===== config.mk =====
export PLATFORM = sky130hd
export DESIGN_NAME = bpm_link_arbiter_flat
export DESIGN_NICKNAME = d
export VERILOG_FILES = /design/src/rtl/bpm_link_arbiter_if.sv /design/src/rtl/bpm_link_arbiter.sv /design/src/flat_wrapper.sv
export SDC_FILE = /design/constraint.sdc
export NUM_CORES = 1
export LEC_CHECK = 0
export BUFFER_PORTS_ARGS = -buffer_cell sky130_fd_sc_hd__buf_2
export CAP_MARGIN = 40
export CORE_MARGIN = 4
export CORE_UTILIZATION = 40
export DETAILED_ROUTE_END_ITERATION = 10
export GPL_ROUTABILITY_DRIVEN = 0
export HOLD_SLACK_MARGIN = 0.03
export PLACE_DENSITY = 0.78
export SYNTH_ARGS = -nofsm -noshare
export SYNTH_HDL_FRONTEND = slang
export SYNTH_SLANG_ARGS = --single-unit

===== constraint.sdc =====
create_clock -name auroraUserClk -period 2.95 [get_ports auroraUserClk]
set_clock_uncertainty 0.1 [all_clocks]
set_input_delay 0.4425 -clock auroraUserClk [delete_from_list [all_inputs] [get_ports auroraUserClk]]
set_output_delay 0.4425 -clock auroraUserClk [all_outputs]
set_load 0.1 [all_outputs]

===== src/rtl/bpm_link_arbiter_if.sv =====
// Stream bundle for the BPM link arbiter: NREQ source streams in, one shared
// link stream out. The arbiter takes the master view; the environment
// (sources and link sink) takes the slave view.
interface bpm_link_arbiter_if #(
  parameter int NREQ = 2
);
  logic [NREQ*32-1:0] s_tdata;
  logic [NREQ-1:0]    s_tvalid;
  logic [NREQ-1:0]    s_tlast;
  logic [NREQ-1:0]    s_tready;

  logic [31:0]        BPM_TEST_AXI_STREAM_TX_tdata;
  logic               BPM_TEST_AXI_STREAM_TX_tvalid;
  logic               BPM_TEST_AXI_STREAM_TX_tlast;
  logic               BPM_TEST_AXI_STREAM_TX_tready;

  modport master (
    input  s_tdata,
    input  s_tvalid,
    input  s_tlast,
    output s_tready,
    output BPM_TEST_AXI_STREAM_TX_tdata,
    output BPM_TEST_AXI_STREAM_TX_tvalid,
    output BPM_TEST_AXI_STREAM_TX_tlast,
    input  BPM_TEST_AXI_STREAM_TX_tready
  );

  modport slave (
    output s_tdata,
    output s_tvalid,
    output s_tlast,
    input  s_tready,
    input  BPM_TEST_AXI_STREAM_TX_tdata,
    input  BPM_TEST_AXI_STREAM_TX_tvalid,
    input  BPM_TEST_AXI_STREAM_TX_tlast,
    output BPM_TEST_AXI_STREAM_TX_tready
  );
endinterface


===== src/rtl/bpm_link_arbiter.sv =====
// Packet-granular round-robin arbiter sharing one stream link between NREQ
// sources. A grant is held for a whole packet; a packet stalled for TIMEOUT
// cycles is aborted and the rest of it is drained. An FA strobe makes the next
// arbitration restart from source 0. Internal signal/state names are
// snake_case; the externally visible ports keep the link's camelCase names.
module bpm_link_arbiter #(
  parameter int NREQ    = 2,
  parameter int TIMEOUT = 1023
) (
  input  logic                  auroraUserClk,
  input  logic                  auroraUserReset_n,
  input  logic                  auroraFAstrobe,
  input  logic [NREQ-1:0]       srcEnable,
  bpm_link_arbiter_if.master    bus,
  output logic [NREQ-1:0]       grant,
  output logic                  statusStrobe,
  output logic [1:0]            statusCode,
  output logic [15:0]           packetCount
);

  typedef enum logic [1:0] {
    ST_ARB   = 2'd0,
    ST_PASS  = 2'd1,
    ST_DRAIN = 2'd2
  } state_t;

  localparam logic [1:0]  LAST_IDX     = 2'(NREQ - 1);
  localparam logic [2:0]  NREQ_W       = 3'(NREQ);
  // The timeout fires on the edge that completes the TIMEOUT-th stalled cycle.
  localparam logic [15:0] STALL_LIMIT  = 16'(TIMEOUT - 1);
  localparam logic [1:0]  CODE_DONE    = 2'b01;
  localparam logic [1:0]  CODE_TIMEOUT = 2'b10;
  localparam logic [1:0]  CODE_DRAINED = 2'b11;

  // Reset: asserted asynchronously, released through two flops.
  logic rst_meta_r;
  logic rst_sync_r;

  state_t          state_r;
  logic [1:0]      gidx_r;
  logic [NREQ-1:0] grant_r;
  logic [1:0]      ptr_r;
  logic            fa_pend_r;
  logic [15:0]     stall_r;
  logic [15:0]     pkt_count_r;
  logic            strobe_r;
  logic [1:0]      code_r;

  // Sources padded to the maximum of four so indices are always 2 bits wide.
  logic [3:0]   valid_pad_s;
  logic [3:0]   last_pad_s;
  logic [3:0]   enable_pad_s;
  logic [127:0] data_pad_s;
  logic [3:0]   ready_pad_s;

  logic [1:0]   base_s;
  logic [2:0]   cand_ext_s;
  logic [1:0]   cand_s;
  logic         sel_found_s;
  logic [1:0]   sel_idx_s;
  logic [3:0]   grant_onehot_s;
  logic [1:0]   next_ptr_s;
  logic [1:0]   end_ptr_s;

  logic [31:0]  g_data_s;
  logic         g_valid_s;
  logic         g_last_s;
  logic [31:0]  link_data_s;
  logic         link_valid_s;
  logic         link_last_s;
  logic         beat_s;
  logic         drain_end_s;

  assign valid_pad_s  = 4'(bus.s_tvalid);
  assign last_pad_s   = 4'(bus.s_tlast);
  assign enable_pad_s = 4'(srcEnable);
  assign data_pad_s   = 128'(bus.s_tdata);

  // Two-flop release synchronizer; assertion stays immediate.
  always_ff @(posedge auroraUserClk or negedge auroraUserReset_n) begin
    if (!auroraUserReset_n) begin
      rst_meta_r <= 1'b0;
      rst_sync_r <= 1'b0;
    end else begin
      rst_meta_r <= 1'b1;
      rst_sync_r <= rst_meta_r;
    end
  end

  // Round-robin scan from ptr (or from 0 while an FA restart is pending).
  always_comb begin
    sel_found_s = 1'b0;
    sel_idx_s   = 2'd0;
    cand_ext_s  = 3'd0;
    cand_s      = 2'd0;
    if (fa_pend_r) begin
      base_s = 2'd0;
    end else begin
      base_s = ptr_r;
    end
    for (int k = 0; k < NREQ; k++) begin
      cand_ext_s = {1'b0, base_s} + 3'(k);
      if (cand_ext_s >= NREQ_W) begin
        cand_ext_s = cand_ext_s - NREQ_W;
      end else begin
        cand_ext_s = cand_ext_s;
      end
      cand_s = cand_ext_s[1:0];
      if (!sel_found_s && valid_pad_s[cand_s] && enable_pad_s[cand_s]) begin
        sel_found_s = 1'b1;
        sel_idx_s   = cand_s;
      end else begin
        sel_found_s = sel_found_s;
      end
    end
  end

  assign grant_onehot_s = 4'b0001 << sel_idx_s;
  assign next_ptr_s     = (gidx_r == LAST_IDX) ? 2'd0 : gidx_r + 2'd1;
  // A pending FA restart overrides the normal rotation on the same edge.
  assign end_ptr_s      = fa_pend_r ? 2'd0 : next_ptr_s;

  // Link mux and per-source ready, combinational from the granted source.
  always_comb begin
    g_data_s     = data_pad_s[{gidx_r, 5'd0} +: 32];
    g_valid_s    = valid_pad_s[gidx_r];
    g_last_s     = last_pad_s[gidx_r];
    ready_pad_s  = 4'd0;
    link_data_s  = 32'd0;
    link_valid_s = 1'b0;
    link_last_s  = 1'b0;
    case (state_r)
      ST_PASS: begin
        link_data_s         = g_data_s;
        link_valid_s        = g_valid_s;
        link_last_s         = g_last_s;
        ready_pad_s[gidx_r] = bus.BPM_TEST_AXI_STREAM_TX_tready;
      end
      ST_DRAIN: begin
        ready_pad_s[gidx_r] = 1'b1;
      end
      default: begin
        ready_pad_s = 4'd0;
      end
    endcase
  end

  assign beat_s      = link_valid_s & bus.BPM_TEST_AXI_STREAM_TX_tready;
  assign drain_end_s = (state_r == ST_DRAIN) & g_valid_s & g_last_s;

  // Arbitration FSM with its registered grant, status and counters.
  always_ff @(posedge auroraUserClk or negedge rst_sync_r) begin
    if (!rst_sync_r) begin
      state_r     <= ST_ARB;
      gidx_r      <= 2'd0;
      grant_r     <= '0;
      ptr_r       <= 2'd0;
      fa_pend_r   <= 1'b0;
      stall_r     <= 16'd0;
      pkt_count_r <= 16'd0;
      strobe_r    <= 1'b0;
      code_r      <= 2'b00;
    end else begin
      strobe_r <= 1'b0;
      case (state_r)
        ST_ARB: begin
          if (sel_found_s) begin
            state_r <= ST_PASS;
            gidx_r  <= sel_idx_s;
            grant_r <= grant_onehot_s[NREQ-1:0];
            stall_r <= 16'd0;
            if (fa_pend_r) begin
              ptr_r     <= 2'd0;
              fa_pend_r <= 1'b0;
            end
          end
        end
        ST_PASS: begin
          if (beat_s) begin
            stall_r <= 16'd0;
            if (link_last_s) begin
              state_r     <= ST_ARB;
              grant_r     <= '0;
              ptr_r       <= end_ptr_s;
              fa_pend_r   <= 1'b0;
              pkt_count_r <= pkt_count_r + 16'd1;
              strobe_r    <= 1'b1;
              code_r      <= CODE_DONE;
            end
          end else if (stall_r == STALL_LIMIT) begin
            state_r  <= ST_DRAIN;
            stall_r  <= stall_r + 16'd1;
            strobe_r <= 1'b1;
            code_r   <= CODE_TIMEOUT;
          end else begin
            stall_r <= stall_r + 16'd1;
          end
        end
        ST_DRAIN: begin
          if (drain_end_s) begin
            state_r   <= ST_ARB;
            grant_r   <= '0;
            ptr_r     <= end_ptr_s;
            fa_pend_r <= 1'b0;
            strobe_r  <= 1'b1;
            code_r    <= CODE_DRAINED;
          end
        end
        default: begin
          state_r <= ST_ARB;
          grant_r <= '0;
        end
      endcase
      // A new FA strobe wins over a same-edge consumption of the old one.
      if (auroraFAstrobe) begin
        fa_pend_r <= 1'b1;
      end
    end
  end

  assign bus.s_tready                      = ready_pad_s[NREQ-1:0];
  assign bus.BPM_TEST_AXI_STREAM_TX_tdata  = link_data_s;
  assign bus.BPM_TEST_AXI_STREAM_TX_tvalid = link_valid_s;
  assign bus.BPM_TEST_AXI_STREAM_TX_tlast  = link_last_s;

  assign grant        = grant_r;
  assign statusStrobe = strobe_r;
  assign statusCode   = code_r;
  assign packetCount  = pkt_count_r;

endmodule


===== src/flat_wrapper.sv =====
// flat-port wrapper written by rule: the top's interface ports become plain ports
module bpm_link_arbiter_flat 
#(
  parameter int NREQ    = 2,
  parameter int TIMEOUT = 1023
)
  (auroraUserClk, auroraUserReset_n, auroraFAstrobe, srcEnable, grant, statusStrobe, statusCode, packetCount, bus_s_tdata, bus_s_tvalid, bus_s_tlast, bus_s_tready, bus_BPM_TEST_AXI_STREAM_TX_tdata, bus_BPM_TEST_AXI_STREAM_TX_tvalid, bus_BPM_TEST_AXI_STREAM_TX_tlast, bus_BPM_TEST_AXI_STREAM_TX_tready);
  bpm_link_arbiter_if #(.NREQ(NREQ)) bus_i ();
  input  logic auroraUserClk;
  input  logic auroraUserReset_n;
  input  logic auroraFAstrobe;
  input  logic [NREQ-1:0] srcEnable;
  output logic [NREQ-1:0] grant;
  output logic statusStrobe;
  output logic [1:0] statusCode;
  output logic [15:0] packetCount;
  input wire logic [$bits(bus_i.s_tdata)-1:0] bus_s_tdata;
  input wire logic [$bits(bus_i.s_tvalid)-1:0] bus_s_tvalid;
  input wire logic [$bits(bus_i.s_tlast)-1:0] bus_s_tlast;
  output wire logic [$bits(bus_i.s_tready)-1:0] bus_s_tready;
  output wire logic [$bits(bus_i.BPM_TEST_AXI_STREAM_TX_tdata)-1:0] bus_BPM_TEST_AXI_STREAM_TX_tdata;
  output wire logic [$bits(bus_i.BPM_TEST_AXI_STREAM_TX_tvalid)-1:0] bus_BPM_TEST_AXI_STREAM_TX_tvalid;
  output wire logic [$bits(bus_i.BPM_TEST_AXI_STREAM_TX_tlast)-1:0] bus_BPM_TEST_AXI_STREAM_TX_tlast;
  input wire logic [$bits(bus_i.BPM_TEST_AXI_STREAM_TX_tready)-1:0] bus_BPM_TEST_AXI_STREAM_TX_tready;
  assign bus_i.s_tdata = bus_s_tdata;
  assign bus_i.s_tvalid = bus_s_tvalid;
  assign bus_i.s_tlast = bus_s_tlast;
  assign bus_s_tready = bus_i.s_tready;
  assign bus_BPM_TEST_AXI_STREAM_TX_tdata = bus_i.BPM_TEST_AXI_STREAM_TX_tdata;
  assign bus_BPM_TEST_AXI_STREAM_TX_tvalid = bus_i.BPM_TEST_AXI_STREAM_TX_tvalid;
  assign bus_BPM_TEST_AXI_STREAM_TX_tlast = bus_i.BPM_TEST_AXI_STREAM_TX_tlast;
  assign bus_i.BPM_TEST_AXI_STREAM_TX_tready = bus_BPM_TEST_AXI_STREAM_TX_tready;
  bpm_link_arbiter #(.NREQ(NREQ), .TIMEOUT(TIMEOUT)) u_core (.auroraUserClk(auroraUserClk), .auroraUserReset_n(auroraUserReset_n), .auroraFAstrobe(auroraFAstrobe), .srcEnable(srcEnable), .bus(bus_i), .grant(grant), .statusStrobe(statusStrobe), .statusCode(statusCode), .packetCount(packetCount));
endmodule

==> results_dict.tcl, run 1 <==
set metrics [dict create \
    portBuffers 130 \
    report.final.setup_viol 0 \
    synth.top_cells.by_area "dfrtp_1 (39%), mux2i_1 (11%), nor2_1 (5.9%)" \
    p_seq_share_pct 16.2 \
    synth_largest_area_cell "dfrtp_1" \
    peak_fanout_along_the_critical_path 7 \
    remaining_design_rule_violation_count 0 \
    switching_share_pct 58.0 \
    combinationalPowerShare_pct 76.0 \
    syn_area_um2 2970 \
    vias 2876 \
    timing.slew.headroom_pct 49.8 \
    critPathSlowestCell "buf_2" \
    power.density_cell_area_nw_per_um2 1170 \
    drt_pre_antenna_iters 4 \
    routed_wirelength_um 8530 \
    totalPowerFinal_w 0.00519 \
    clock-root-buffer "clkbuf_8" \
    floorplan.die.width_um 94.1 \
    synth_top_area_share_pct 38.8 \
    global_route.usage.total_pct 19.2 \
    area_delta_synth_final_pct 50.0 \
    final_period_minus_worst_setup_slack_ps 2580 \
    cts_max_level 2 \
    number_of_flops_mapped_to_enable_cells_by_yosys 0 \
    std_cell_rows 31 \
    design.die.area_um2 8860 \
    achievable-frequency_mhz 388 \
    worst-endpoint-arrival_ps 2030 \
    remaining_global_route_overflow 0 \
    synth.lib_cells_used.distinct 56 \
    antenna_violating_nets_post_route 0 \
    clock_latency_on_the_worst_skew_pair_ps 310 \
    most_common_library_cell_in_the_layout_ignoring_fill_and_taps "buf_2" \
    cts.sink_count 46 \
    yosys_warnings 0 \
    critical-path-max-stage-delay_ps 460 \
    dp_cells 537 \
    switching_power_w 0.00301 \
    tritoncts_clock_tree "built" \
    postSynth.topFlopCell "dfrtp_1" \
    layout.cells.most_common_list "buf_2 (97), dfrtp_1 (44), buf_12 (35)" \
    postCtsResizedCells 0 \
    fraction_of_the_yosys_area_taken_by_sequential_cells_pct 38.8 \
    worst_pin_slew_ps 753 \
    post_synth_net_total 399 \
    final_design_area_no_fill_um2 4450 \
    finalMaxSlewViolations 0 \
    placed_area_um2 4340 \
    non_filler_cells_final 548 \
    cpLargestDelayFamily "buffers and inverters" \
    initial_utilization_pct 41.1 \
    drv.max_cap_violation_count 0 \
    postCtsSetupRepairBufs 0 \
    power.internal_w 0.00218 \
    clock_path_buffers 2 \
    avgViaCountPerCell 5.25 \
    layout.nets 527 \
    num_io_pins 131 \
    avgRoutedWirePerCell_um 15.6 \
    die_extent_in_y_um 94.1 \
    hold_buffers 1 \
    path_class "register to output port" \
    post_route_cells_drive_above_1_share_pct 44.3 \
    grt_pass1_wl_um 13300 \
    dpl.hpwl_um 6940 \
    clkSlewWorstSetupHoldPaths_ps 90 \
    final_hold_viol_count 0 \
    cts_made_buffers 5 \
    filler_cell_count 599 \
    max-vdd-ir-drop_mv 0.891 \
    maximum_number_of_pins_on_one_net_before_global_route_repair 34 \
    status "completed" \
    ys_async_sr_fraction_pct 100 \
    post-route-period-util_pct 87.4 \
    worst-path-buf-inv 4 \
    static-leakage-power_nw 2.01 \
    worst_setup_path_start_kind "register" \
    clock_power_share_pct 7.8 \
    crit_path_frequent_cell "inv_1" \
    syn-mean-instance-area_um2 9.33 \
    synthCells 318 \
    number_of_global_route_vias_before_repair 2835 \
    worst_setup_path_end_kind "output port" \
    antenna_found_initial 2 \
    rsz0062_at_grt "false" \
    drt_iter0_markers 107 \
    cell_breakdown_of_the_critical_path "inv_1 > ha_1 > buf_4 > inv_1 > nor3_2 > buf_2" \
    worstHoldPathType "register to asynchronous set/reset pin" \
    cp.required_ps 2410 \
    core_area_um2 7210 \
    flops_latches_synth 46 \
]
[cell families (layout without fill, tap and decap cells)]
logic type	after synthesis	count (layout)	share of synthesized area, %
fa+ha+maj	7	7	2.95
mux	40	40	14.5
other cells	1	3	0.126
compound gates	60	60	14.0
flops	46	46	38.8
xor+xnor	15	15	4.43
buf+inv	26	155	3.67
simple gates	123	123	21.5
[Yosys cell counts, types with 4 or more instances]
cell,instances
nor2_1,47
dfrtp_1,46
mux2i_1,33
nand2_1,24
o21ai_0,19
xnor2_1,13
nand3_1,12
clkbuf_1,10
o31ai_1,10
inv_1,9
ha_1,7
nand2b_1,7
a21oi_1,6
buf_2,6
nand4_1,6
a31oi_1,5
o21ai_1,4
[power by group through the flow]
stage	Clock [W]	Sequential, W	Combinational [W]
3_3_place_gp	0	0.000848	0.00388
2_1_floorplan	0	0.00113	0.00248
3_5_place_dp	0	0.000853	0.00396
4_1_cts	0.000411	0.000840	0.00397
6_report	0.000403	0.000840	0.00395
5_1_grt	0.000426	0.000857	0.00412
[final timing paths]
path	slack [ps]	cells after the start	startpoint	endpoint
max in group asynchronous	2130	1	u_core.rst_sync_r	u_core.gidx_r[0]
min in group auroraUserClk	220	2	auroraFAstrobe	u_core.fa_pend_r
hold reg to reg	110	0	u_core.rst_sync_r	u_core.stall_r[2]
setup reg to reg	590	7	u_core.state_r[1]	u_core.ptr_r[1]
setup / recovery	370	6	u_core.state_r[1]	bus_BPM_TEST_AXI_STREAM_TX_tlast
hold / removal	110	0	u_core.rst_sync_r	u_core.stall_r[2]
[state kept, by name, indices dropped and copies added (netlist names)]
signal / cells
u_core.rst_sync_r: 1
u_core.state_r: 2
u_core.gidx_r: 2
u_core.fa_pend_r: 1
u_core.stall_r: 16
u_core.ptr_r: 2
u_core.grant: 2
u_core.statusStrobe: 1
u_core.packetCount: 16
u_core.statusCode: 2
u_core.rst_meta_r: 1
[layout make-up]
class	instances	area, um2	area share [%]
inverter	9	33.8	0.759
tap	99	124	2.78
multi-input combinational	246	1810	40.7
antenna	2	5.00	0.112
timing repair buffer	138	1230	27.7
clock buffer	7	86.3	1.94
clock inverter	1	5.00	0.112
sequential	46	1150	25.9
[worst reg2reg max path, cell delays in order (launching register included)]
cell	delay (ps)
dfrtp_1	400
inv_1	120
ha_1	300
nand2_1	200
o41ai_4	430
nand3_2	170
a21o_1	230
mux2_4	300
[per-layer routing]
layer	up-vias	share of wire [%]	wire length, um	GRT usage, %
met5	-	0	0	0
met1	1346	37	3190	21.3
met4	0	3.0	254	9.15
met2	120	51	4370	32.9
met3	15	8.4	713	6.17
li1	1395	-	-	-
[stage by stage]
stage               setup TNS, ps  hold slack, ps  setup slack [ps]  utilization [%]
floorplan                    -775            46.9              -423                -
global placement                0             128               700             59.7
detailed placement              0             128               600             60.2
CTS                             0             130               364             61.6
global route                    0             167               270             61.7
finish                          0             114               373             61.7
Note: power is estimated with default switching activity, not from simulation.
==> run 2: changes to the inputs <==
--- a/config.mk
+++ b/config.mk
@@ -12,6 +12,7 @@
 export DETAILED_ROUTE_END_ITERATION = 10
 export GPL_ROUTABILITY_DRIVEN = 0
 export HOLD_SLACK_MARGIN = 0.03
+export MAX_ROUTING_LAYER = met4
 export PLACE_DENSITY = 0.78
 export SYNTH_ARGS = -nofsm -noshare
 export SYNTH_HDL_FRONTEND = slang
==> run 2 against run 1 <==
Sequential share of layout area stayed put. Global-route usage is 0.55 points higher. Via count is 0.17% higher. Critical path depth stayed put. Hold slack better by 2.5 ps. First-iteration DRC count is 37% higher. Setup slack worse by 0.79 ps. Wire length hardly changed. Maximum frequency hardly changed.
==> results_dict.tcl, run 2 (synthesized netlist as in run 1, its figures left out) <==
set metrics [dict create \
    worst_setup_path_end_kind "output port" \
    initial_utilization_pct 41.1 \
    worstRegToRegCells 7 \
    remaining_global_route_overflow 0 \
    grt_pass1_wl_um 13300 \
    tritoncts_clock_tree "built" \
    postCtsResizedCells 0 \
    drt_pre_antenna_iters 4 \
    critical_path.reg2reg.endpoint "u_core.ptr_r[1]" \
    post-route-period-util_pct 87.4 \
    avgViaCountPerCell 5.26 \
    global_route.usage.total_pct 19.7 \
    clkSlewWorstSetupHoldPaths_ps 90 \
    post_route_cells_drive_above_1_share_pct 44.3 \
    antenna_violating_nets_post_route 0 \
    crit_path_setup_slack_layout_ps 372 \
    regArea_um2 1150 \
    finalMaxSlewViolations 0 \
    timing.critical_path.to "bus_BPM_TEST_AXI_STREAM_TX_tlast" \
    antenna_found_initial 2 \
    achievable-frequency_mhz 388 \
    drt_iter0_markers 147 \
    cts_made_buffers 5 \
    core_area_um2 7210 \
    portBuffers 130 \
    r2r_setup_slack_ps 590 \
    max-vdd-ir-drop_mv 0.892 \
    final_design_area_no_fill_um2 4450 \
    preCtsSetupSlack_ps 600 \
    clock_path_buffers 2 \
    area_delta_synth_final_pct 50.0 \
    finish.utilization_pct 61.7 \
    worstHoldPathType "register to asynchronous set/reset pin" \
    status "completed" \
    vias 2881 \
    cts.sink_count 46 \
    clock_latency_on_the_worst_skew_pair_ps 310 \
    r2r-start "u_core.state_r[1]" \
    layout.nets 527 \
    static-leakage-power_nw 2.01 \
    drv.max_cap_violation_count 0 \
    worst_setup_path_start_kind "register" \
    clock-root-buffer "clkbuf_8" \
    dpl.hpwl_um 6940 \
    most_common_library_cell_in_the_layout_ignoring_fill_and_taps "buf_2" \
    design.die.area_um2 8860 \
    final_hold_viol_count 0 \
    placed_area_um2 4340 \
    maximum_number_of_pins_on_one_net_before_global_route_repair 34 \
    floorplan.die.width_um 94.1 \
    die_extent_in_y_um 94.1 \
    timing.slew.headroom_pct 47.6 \
    postCtsSetupRepairBufs 0 \
    remaining_design_rule_violation_count 0 \
    path_class "register to output port" \
    cp.required_ps 2410 \
    report.final.setup_viol 0 \
    multi_input_comb_area_um2 1810 \
    cts_max_level 2 \
    power.density_cell_area_nw_per_um2 1170 \
    number_of_global_route_vias_before_repair 2837 \
    num_io_pins 131 \
    peak_fanout_along_the_critical_path 7 \
    critPathLaunch "u_core.state_r[1]" \
    worst_pin_slew_ps 786 \
    avgRoutedWirePerCell_um 15.6 \
    rsz0062_at_grt "false" \
    filler_cell_count 599 \
    final_period_minus_worst_setup_slack_ps 2580 \
    std_cell_rows 31 \
    layout.cells.most_common_list "buf_2 (97), dfrtp_1 (44), buf_12 (35)" \
    worst-endpoint-arrival_ps 2040 \
    routed_wirelength_um 8530 \
]
-- run 2: cell counts in the layout (fill, tap and decap cells not counted) --
No cell type changed its count.
-- run 2: final cells by class --
class	count	share of cell area [%]
timing repair buffer	138	27.7
antenna	2	0.112
clock buffer	7	1.94
clock inverter	1	0.112
inverter	9	0.759
sequential	46	25.9
tap	99	2.78
multi-input combinational	246	40.7
-- run 2: metrics by stage --
stage / setup TNS [ps] / std cells / power, W / hold slack, ps
floorplan: -775 / 318 / 0.00361 / 46.9
global placement: 0 / 534 / 0.00473 / 128
detailed placement: 0 / 537 / 0.00482 / 128
CTS: 0 / 546 / 0.00522 / 130
global route: 0 / 548 / 0.00541 / 167
finish: 0 / 548 / 0.00519 / 117
-- run 2: power breakdown --
group	total [W]	internal, W	switching (W)
sequential	0.000840	0.000726	0.000114
clock	0.000401	0.000189	0.000212
combinational	0.00395	0.00127	0.00268
-- run 2: what timing repair did --
| action | in CTS | in global routing |
|---|---|---|
| setup endpoints to repair | 0 | 0 |
| hold endpoints to repair | 2 | 0 |
| hold buffers | 1 | 0 |
-- run 2: worst min path at each step --
stage,cells after the start,startpoint,to
5_1_grt,0,u_core.rst_sync_r,u_core.stall_r[6]
3_5_place_dp,0,u_core.rst_sync_r,u_core.stall_r[7]
3_3_place_gp,1,auroraUserReset_n,u_core.rst_meta_r
4_1_cts,0,u_core.rst_sync_r,u_core.stall_r[2]
6_report,0,u_core.rst_sync_r,u_core.stall_r[2]
2_1_floorplan,0,auroraUserReset_n,u_core.rst_meta_r
-- run 2: routing by layer --
metal	part of all wire, %	track usage, %	up-vias
met1	38	22.3	1346
met4	3.2	9.15	0
li1	-	-	1391
met5	0	-	-
met2	51	32.8	127
met3	7.5	4.89	17
-- run 2: worst max-delay path, stage by stage (launching register included) --
cell and delay, ps:
dfrtp_1 400, inv_1 120, ha_1 310, buf_4 200
inv_1 60, nor3_2 190, buf_2 460
